<file path="src/rtl/bp_be_issue_queue_if.sv">
// Handshake and status bundle between the FE queue, the issue queue and the BE scheduler.
interface bp_be_issue_queue_if
  #(parameter int entry_width_p = 64
    , parameter int depth_p = 16
    );

  localparam int ptr_width_lp = $clog2(depth_p) + 1;

  logic [entry_width_p-1:0] fe_queue_i;
  logic                     fe_queue_v_i;
  logic                     fe_queue_ready_o;
  logic [entry_width_p-1:0] issue_pkt_o;
  logic                     issue_v_o;
  logic                     issue_yumi_i;
  logic                     commit_v_i;
  logic                     roll_v_i;
  logic                     clr_v_i;
  logic                     empty_o;
  logic                     full_o;
  logic [ptr_width_lp-1:0]  count_o;

  modport master
    (output fe_queue_i, fe_queue_v_i, issue_yumi_i, commit_v_i, roll_v_i, clr_v_i
     , input fe_queue_ready_o, issue_pkt_o, issue_v_o, empty_o, full_o, count_o
     );

  modport slave
    (input fe_queue_i, fe_queue_v_i, issue_yumi_i, commit_v_i, roll_v_i, clr_v_i
     , output fe_queue_ready_o, issue_pkt_o, issue_v_o, empty_o, full_o, count_o
     );

endinterface

</file>
<file path="src/rtl/bp_be_issue_queue.sv">
// Replayable issue buffer: circular register array with write, speculative read
// and commit pointers, supporting replay (roll) and full flush (clear).
module bp_be_issue_queue
  #(parameter int entry_width_p = 64
    , parameter int depth_p = 16
    , localparam int ptr_width_lp = $clog2(depth_p) + 1
    , localparam int idx_width_lp = $clog2(depth_p)
    )
   (input logic clk_i
    , input logic reset_i
    , bp_be_issue_queue_if.slave io
    );

  logic [ptr_width_lp-1:0]  wptr_r, rptr_r, cptr_r;
  logic [ptr_width_lp-1:0]  wptr_n_s, rptr_n_s, cptr_n_s;
  logic [ptr_width_lp-1:0]  count_s;
  logic [entry_width_p-1:0] mem_r [depth_p];
  logic                     full_s, empty_s, ready_s, issue_v_s, enq_s, deq_s;

  // Status flags and qualified handshakes; ready depends on registered pointers only
  always_comb begin
    count_s   = wptr_r - cptr_r;
    full_s    = (count_s == ptr_width_lp'(depth_p));
    empty_s   = (rptr_r == wptr_r);
    ready_s   = ~full_s;
    issue_v_s = ~empty_s & ~io.roll_v_i & ~io.clr_v_i;
    enq_s     = io.fe_queue_v_i & ready_s & ~io.clr_v_i;
    deq_s     = io.issue_yumi_i & issue_v_s;
  end

  // Pointer next-state: clear beats roll beats issue/commit
  always_comb begin
    wptr_n_s = wptr_r;
    rptr_n_s = rptr_r;
    cptr_n_s = cptr_r;
    if (enq_s) begin
      wptr_n_s = wptr_r + ptr_width_lp'(1);
    end else begin
      wptr_n_s = wptr_r;
    end
    if (io.clr_v_i) begin
      rptr_n_s = wptr_r;
      cptr_n_s = wptr_r;
    end else begin
      if (io.commit_v_i) begin
        cptr_n_s = cptr_r + ptr_width_lp'(1);
      end else begin
        cptr_n_s = cptr_r;
      end
      // Replay restarts from the post-commit pointer
      if (io.roll_v_i) begin
        rptr_n_s = cptr_n_s;
      end else if (deq_s) begin
        rptr_n_s = rptr_r + ptr_width_lp'(1);
      end else begin
        rptr_n_s = rptr_r;
      end
    end
  end

  // Pointer registers
  always_ff @(posedge clk_i) begin
    if (reset_i) begin
      wptr_r <= '0;
      rptr_r <= '0;
      cptr_r <= '0;
    end else begin
      wptr_r <= wptr_n_s;
      rptr_r <= rptr_n_s;
      cptr_r <= cptr_n_s;
    end
  end

  // Storage write; contents are don't-care after reset
  always_ff @(posedge clk_i) begin
    if (enq_s) begin
      mem_r[wptr_r[idx_width_lp-1:0]] <= io.fe_queue_i;
    end
  end

  assign io.fe_queue_ready_o = ready_s;
  assign io.issue_pkt_o      = mem_r[rptr_r[idx_width_lp-1:0]];
  assign io.issue_v_o        = issue_v_s;
  assign io.empty_o          = empty_s;
  assign io.full_o           = full_s;
  assign io.count_o          = count_s;

  bp_be_issue_queue_chk
    #(.depth_p(depth_p), .ptr_width_lp(ptr_width_lp))
    chk
     (.clk_i(clk_i)
      , .reset_i(reset_i)
      , .issue_yumi_i(io.issue_yumi_i)
      , .issue_v_o(issue_v_s)
      , .commit_v_i(io.commit_v_i)
      , .clr_v_i(io.clr_v_i)
      , .cptr(cptr_r)
      , .rptr(rptr_r)
      );

endmodule

// Protocol and parameter checks for the issue queue.
module bp_be_issue_queue_chk
  #(parameter int depth_p = 16
    , parameter int ptr_width_lp = 5
    )
   (input logic clk_i
    , input logic reset_i
    , input logic issue_yumi_i
    , input logic issue_v_o
    , input logic commit_v_i
    , input logic clr_v_i
    , input logic [ptr_width_lp-1:0] cptr
    , input logic [ptr_width_lp-1:0] rptr
    );

  localparam bit depth_ok_lp = (depth_p >= 2) && ((depth_p & (depth_p - 1)) == 0);

  // Depth must be a power of two so pointer low bits index the array directly
  always_ff @(posedge clk_i) begin
    assert (depth_ok_lp) else $error("depth_p must be a power of two >= 2");
  end

  assert property (@(posedge clk_i) disable iff (reset_i) issue_yumi_i |-> issue_v_o)
    else $error("issue_yumi_i asserted without issue_v_o");

  assert property (@(posedge clk_i) disable iff (reset_i) (commit_v_i & ~clr_v_i) |-> (cptr != rptr))
    else $error("commit_v_i with no issued entry");

endmodule

</file>
<file path="src/flat_wrapper.sv">
// flat-port wrapper written by rule: the top's interface ports become plain ports
module bp_be_issue_queue_flat 
#(parameter int entry_width_p = 64
    , parameter int depth_p = 16
    , localparam int ptr_width_lp = $clog2(depth_p) + 1
    , localparam int idx_width_lp = $clog2(depth_p)
    )
  (clk_i, reset_i, io_fe_queue_i, io_fe_queue_v_i, io_issue_yumi_i, io_commit_v_i, io_roll_v_i, io_clr_v_i, io_fe_queue_ready_o, io_issue_pkt_o, io_issue_v_o, io_empty_o, io_full_o, io_count_o);
  bp_be_issue_queue_if #(.entry_width_p(entry_width_p), .depth_p(depth_p)) io_i ();
  input logic clk_i;
  input logic reset_i;
  input wire logic [$bits(io_i.fe_queue_i)-1:0] io_fe_queue_i;
  input wire logic [$bits(io_i.fe_queue_v_i)-1:0] io_fe_queue_v_i;
  input wire logic [$bits(io_i.issue_yumi_i)-1:0] io_issue_yumi_i;
  input wire logic [$bits(io_i.commit_v_i)-1:0] io_commit_v_i;
  input wire logic [$bits(io_i.roll_v_i)-1:0] io_roll_v_i;
  input wire logic [$bits(io_i.clr_v_i)-1:0] io_clr_v_i;
  output wire logic [$bits(io_i.fe_queue_ready_o)-1:0] io_fe_queue_ready_o;
  output wire logic [$bits(io_i.issue_pkt_o)-1:0] io_issue_pkt_o;
  output wire logic [$bits(io_i.issue_v_o)-1:0] io_issue_v_o;
  output wire logic [$bits(io_i.empty_o)-1:0] io_empty_o;
  output wire logic [$bits(io_i.full_o)-1:0] io_full_o;
  output wire logic [$bits(io_i.count_o)-1:0] io_count_o;
  assign io_i.fe_queue_i = io_fe_queue_i;
  assign io_i.fe_queue_v_i = io_fe_queue_v_i;
  assign io_i.issue_yumi_i = io_issue_yumi_i;
  assign io_i.commit_v_i = io_commit_v_i;
  assign io_i.roll_v_i = io_roll_v_i;
  assign io_i.clr_v_i = io_clr_v_i;
  assign io_fe_queue_ready_o = io_i.fe_queue_ready_o;
  assign io_issue_pkt_o = io_i.issue_pkt_o;
  assign io_issue_v_o = io_i.issue_v_o;
  assign io_empty_o = io_i.empty_o;
  assign io_full_o = io_i.full_o;
  assign io_count_o = io_i.count_o;
  bp_be_issue_queue #(.entry_width_p(entry_width_p), .depth_p(depth_p)) u_core (.clk_i(clk_i), .reset_i(reset_i), .io(io_i));
endmodule
</file>
<file path="config.mk">
export PLATFORM = sky130hd
export DESIGN_NAME = bp_be_issue_queue_flat
export DESIGN_NICKNAME = d
export VERILOG_FILES = /design/src/rtl/bp_be_issue_queue_if.sv /design/src/rtl/bp_be_issue_queue.sv /design/src/flat_wrapper.sv
export SDC_FILE = /design/constraint.sdc
export NUM_CORES = 1
export LEC_CHECK = 0
export ABC_AREA = 1
export BUFFER_PORTS_ARGS = -buffer_cell sky130_fd_sc_hd__buf_2
export CORE_MARGIN = 8
export CORE_UTILIZATION = 56
export DETAILED_ROUTE_END_ITERATION = 12
export PLACE_DENSITY_LB_ADDON = 0.08
export SLEW_MARGIN = 40
export SYNTH_ARGS = -nofsm -noshare
export SYNTH_HDL_FRONTEND = slang
export SYNTH_SLANG_ARGS = --single-unit
</file>
<file path="constraint.sdc">
create_clock -name clk_i -period 4.9 [get_ports clk_i]
set_clock_uncertainty 0.1 [all_clocks]
set_input_delay 0.49 -clock clk_i [delete_from_list [all_inputs] [get_ports clk_i]]
set_output_delay 0.49 -clock clk_i [all_outputs]
set_load 0.05 [all_outputs]
</file>
==> metrics.md <==
| Metric | Value |
|---|---|
| Outcome | finished, final reports clean |
| Period utilisation layout | 0.7722 |
| Crit Path Class | reg -> out |
| Cells after synthesis | 3195 |
| Synth Cell Area | 41440 sq um |
| Netlist cell types | 33 |
| Via count | 26.17k |
| Hold Vio Cnt, Final | 0 |
| Longest Clk Path Bufs | 3 |
| Leading area contributor after synthesis | edfxtp_1 |
| Mapped Nets | 3277 |
| DR pass1 iterations | 5 |
| Number of global-route vias before repair | 25.48k |
| Worst endpoint data arrival time | 3.19 ns |
| Layout cell share with drive strength beyond 1 | 0.1144 |
| VDD IR-drop max | 0.3460 mV |
| Synth area leaders | edfxtp_1 74%, nor2_1 7.3%, o211ai_1 4.6% |
| Crit Path Max Fanout | 183 |
| Hold path depth | 1 |
| All-Layer GR Usage | 0.2429 |
| Half-perimeter wire length after placement | 54090 um |
| Final min period | 3.784 ns |
| Fill count | 5470 |
| Finished Layout Cells | 4343 |
| Synth warn | 0 |
| Worst hold slack | 0.1099 ns |
| Relative slew slack | 0.4251 |
| Routed len/inst | 23.51 um |
| Critical Path RT | 4.31 ns |
| # Max-Cap Violations | 0 |
| EDFF count, synth | 1024 |
| Sequential area share after synthesis | 0.7512 |
| Reg2reg path depth | 15 |
| Final Slew Violations | 0 |
| Crit path launch type | flop |
| Clk slew on worst S/H paths | 0.06 ns |
| Die width | 288.0 um |
| Internal | 15.36 mW |
| CTS root buffer | clkbuf_16 |
| Psw | 5.291 mW |
| RSZ-0062 raised after global routing | false |
| Inserted Clock Buffers | 107 |
| Switching share of power | 0.2562 |
| First-pass GRT wire length | 155200 um |
| Largest net degree at the start of global routing | 184 |
| Core Rows | 99 |
| Post-DRT Antenna Nets | 0 |
| PortBufs | 143 |
| Final nets | 3373 |
| Initial drt markers | 2824 |
| IO Pins | 144 |
| Die ar. | 82960 sq um |
| Crit. End Element | output port |
| Placed cells | 4139 |
| Maximum clock frequency | 0.2643 GHz |
| CTS tree | done |
| Post-Route WL | 102100 um |
| DRC viols | 0 |
| GP Congestion | 0.8344 |
| Design Power | 20.65 mW |
| Synth-to-layout area growth | 13.16% |
| Post-synth top area share | 0.7420 |
| Worst Max-Slew Pin Slew | 0.8624 ns |
| Grt ovf | 0 |
| CORE AREA | 73080 sq um |
| Min-Delay Path Class | in -> reg |
| Syn_area_per_cell | 12.97 sq um |
| Initial antenna violation count | 7 |
| H-tree lvl count | 3 |
| Ys flop type | edfxtp_1 |
| Die Height | 288.0 um |
| Power per cell area | 440.4 nW/um^2 |
| Worst skew pair latency | 0.64 ns |
| Clock power frac | 0.395 |
| Asr flop ratio synth | 0 |
| Clk sink count | 1043 |
| Post-layout util | 0.6417 |
| Initial Util | 0.5670 |
| Comb pwr share | 0.122 |
| Yosys reg bits | 1043 |
| Setup-failing EPs final | 0 |
| Setup Total Neg Slack | 0 ns |
| Static Leak | 15.24 nW |
| Post-DR vias/cell | 6.026 |
| Reg power frac | 0.483 |
==> layer usage <==
layer	global-route usage	up-vias	wire length (um)
li1	-	11930	-
met1	0.3452	13130	43920
met2	0.3987	961	49480
met3	0.03382	141	6877
met4	0.05876	6	1797
met5	0	-	34
==> final cells by class <==
cell class              instances  area [sq um]  area share
diodes                          2         5.005   0.0001067
clock buffers                 130          2836     0.06049
clock inverters                70         711.9     0.01518
inverters                      38         165.2    0.003522
multi-input cells            1900          9246      0.1972
flip-flops and latches       1043         31140      0.6642
well taps                     959          1200     0.02559
repair buffers                201          1584     0.03378
==> layout by cell type (no fill, tap or decap), drive strengths merged, types with 2 or more instances in the layout <==
cell      instances
nand2           128
o211ai          256
inv              37
diode             2
nand4             6
clkbuf          130
a21oi             7
clkinv           47
xor2              6
dfxtp            19
clkinvlp         10
edfxtp         1024
o21ai           578
buf             200
or2               3
nand3            87
ha               10
bufinv           14
xnor2             3
nor2            810
==> cells in the mapped netlist (all sizes together), types with 2 or more instances <==
library cell,instances
dfxtp,19
edfxtp,1024
ha,10
a21oi,7
nand2,128
nor2,810
clkinv,2
inv,36
xor2,6
nand3,87
buf,112
nand4,6
xnor2,3
o21ai,578
o211ai,256
clkbuf,102
or2,3
==> sequential cells by signal, indices dropped and copies added (netlist names), named ones only <==
name and cells:
u_core.mem_r 1024, u_core.rptr_r 5, u_core.wptr_r 5, u_core.cptr_r 5
==> power by group through the flow <==
stage / sequential (mW) / clock (mW) / combinational (mW)
4_1_cts: 9.97 / 8.28 / 2.53
2_1_floorplan: 10.1 / 0 / 1.76
3_5_place_dp: 10.2 / 0 / 2.52
5_1_grt: 9.97 / 8.62 / 2.74
3_3_place_gp: 10.2 / 0 / 2.49
6_report: 9.97 / 8.17 / 2.52
==> metrics by stage <==
| step | worst slack, ns | cell area [sq um] |
|---|---|---|
| after floorplan | -0.07281 | 41480 |
| after global placement | 1.177 | 43240 |
| after detailed placement | 1.196 | 43300 |
| after CTS | 1.065 | 46860 |
| after global routing | 0.9304 | 46890 |
| final | 1.116 | 46890 |
==> cell families (layout without fill, tap and decap cells) <==
| kind of cell | Yosys count | after routing | synth area share |
|---|---|---|---|
| AO/OA/AOI/OAI | 843 | 843 | 0.1175 |
| XOR/XNOR | 9 | 9 | 0.001902 |
| adder cells (fa/ha/maj) | 11 | 11 | 0.003502 |
| other | 0 | 2 | 0 |
| flip-flops | 1043 | 1043 | 0.7512 |
| AND/OR/NAND/NOR | 1037 | 1037 | 0.09752 |
| buffers and inverters | 252 | 439 | 0.02838 |
==> timing repair <==
action,in CTS,in global routing
resized for setup,0,0
endpoints found under the hold margin,5,0
buffers inserted,0,0
hold buffers,1,0
==> path summary, 6_finish.rpt <==
path                            slack (ns)                     startpoint                              to
worst min register to register        0.53  u_core.wptr_r[1]$_SDFFE_PP0P_     u_core.cptr_r[1]$_SDFF_PP0_
worst max register to register        1.14  u_core.wptr_r[0]$_SDFFE_PP0P_   u_core.mem_r[0][28]$_DFFE_PP_
worst min-delay path                  0.11              io_fe_queue_i[32]  u_core.mem_r[11][32]$_DFFE_PP_
worst max-delay path                  1.12                           flop               io_issue_pkt_o[4]
==> worst max-delay path, cell delays in order, from the launching register on <==
cell,delay (ns)
dfxtp_4,0.46
inv_16,0.44
buf_12,0.37
nor2_1,0.09
nor2_1,0.10
o21ai_0,0.10
o211ai_1,0.12
nand3_1,0.09
nand2_1,0.24
buf_2,0.32
No activity file was read; power rests on OpenSTA's default activity.
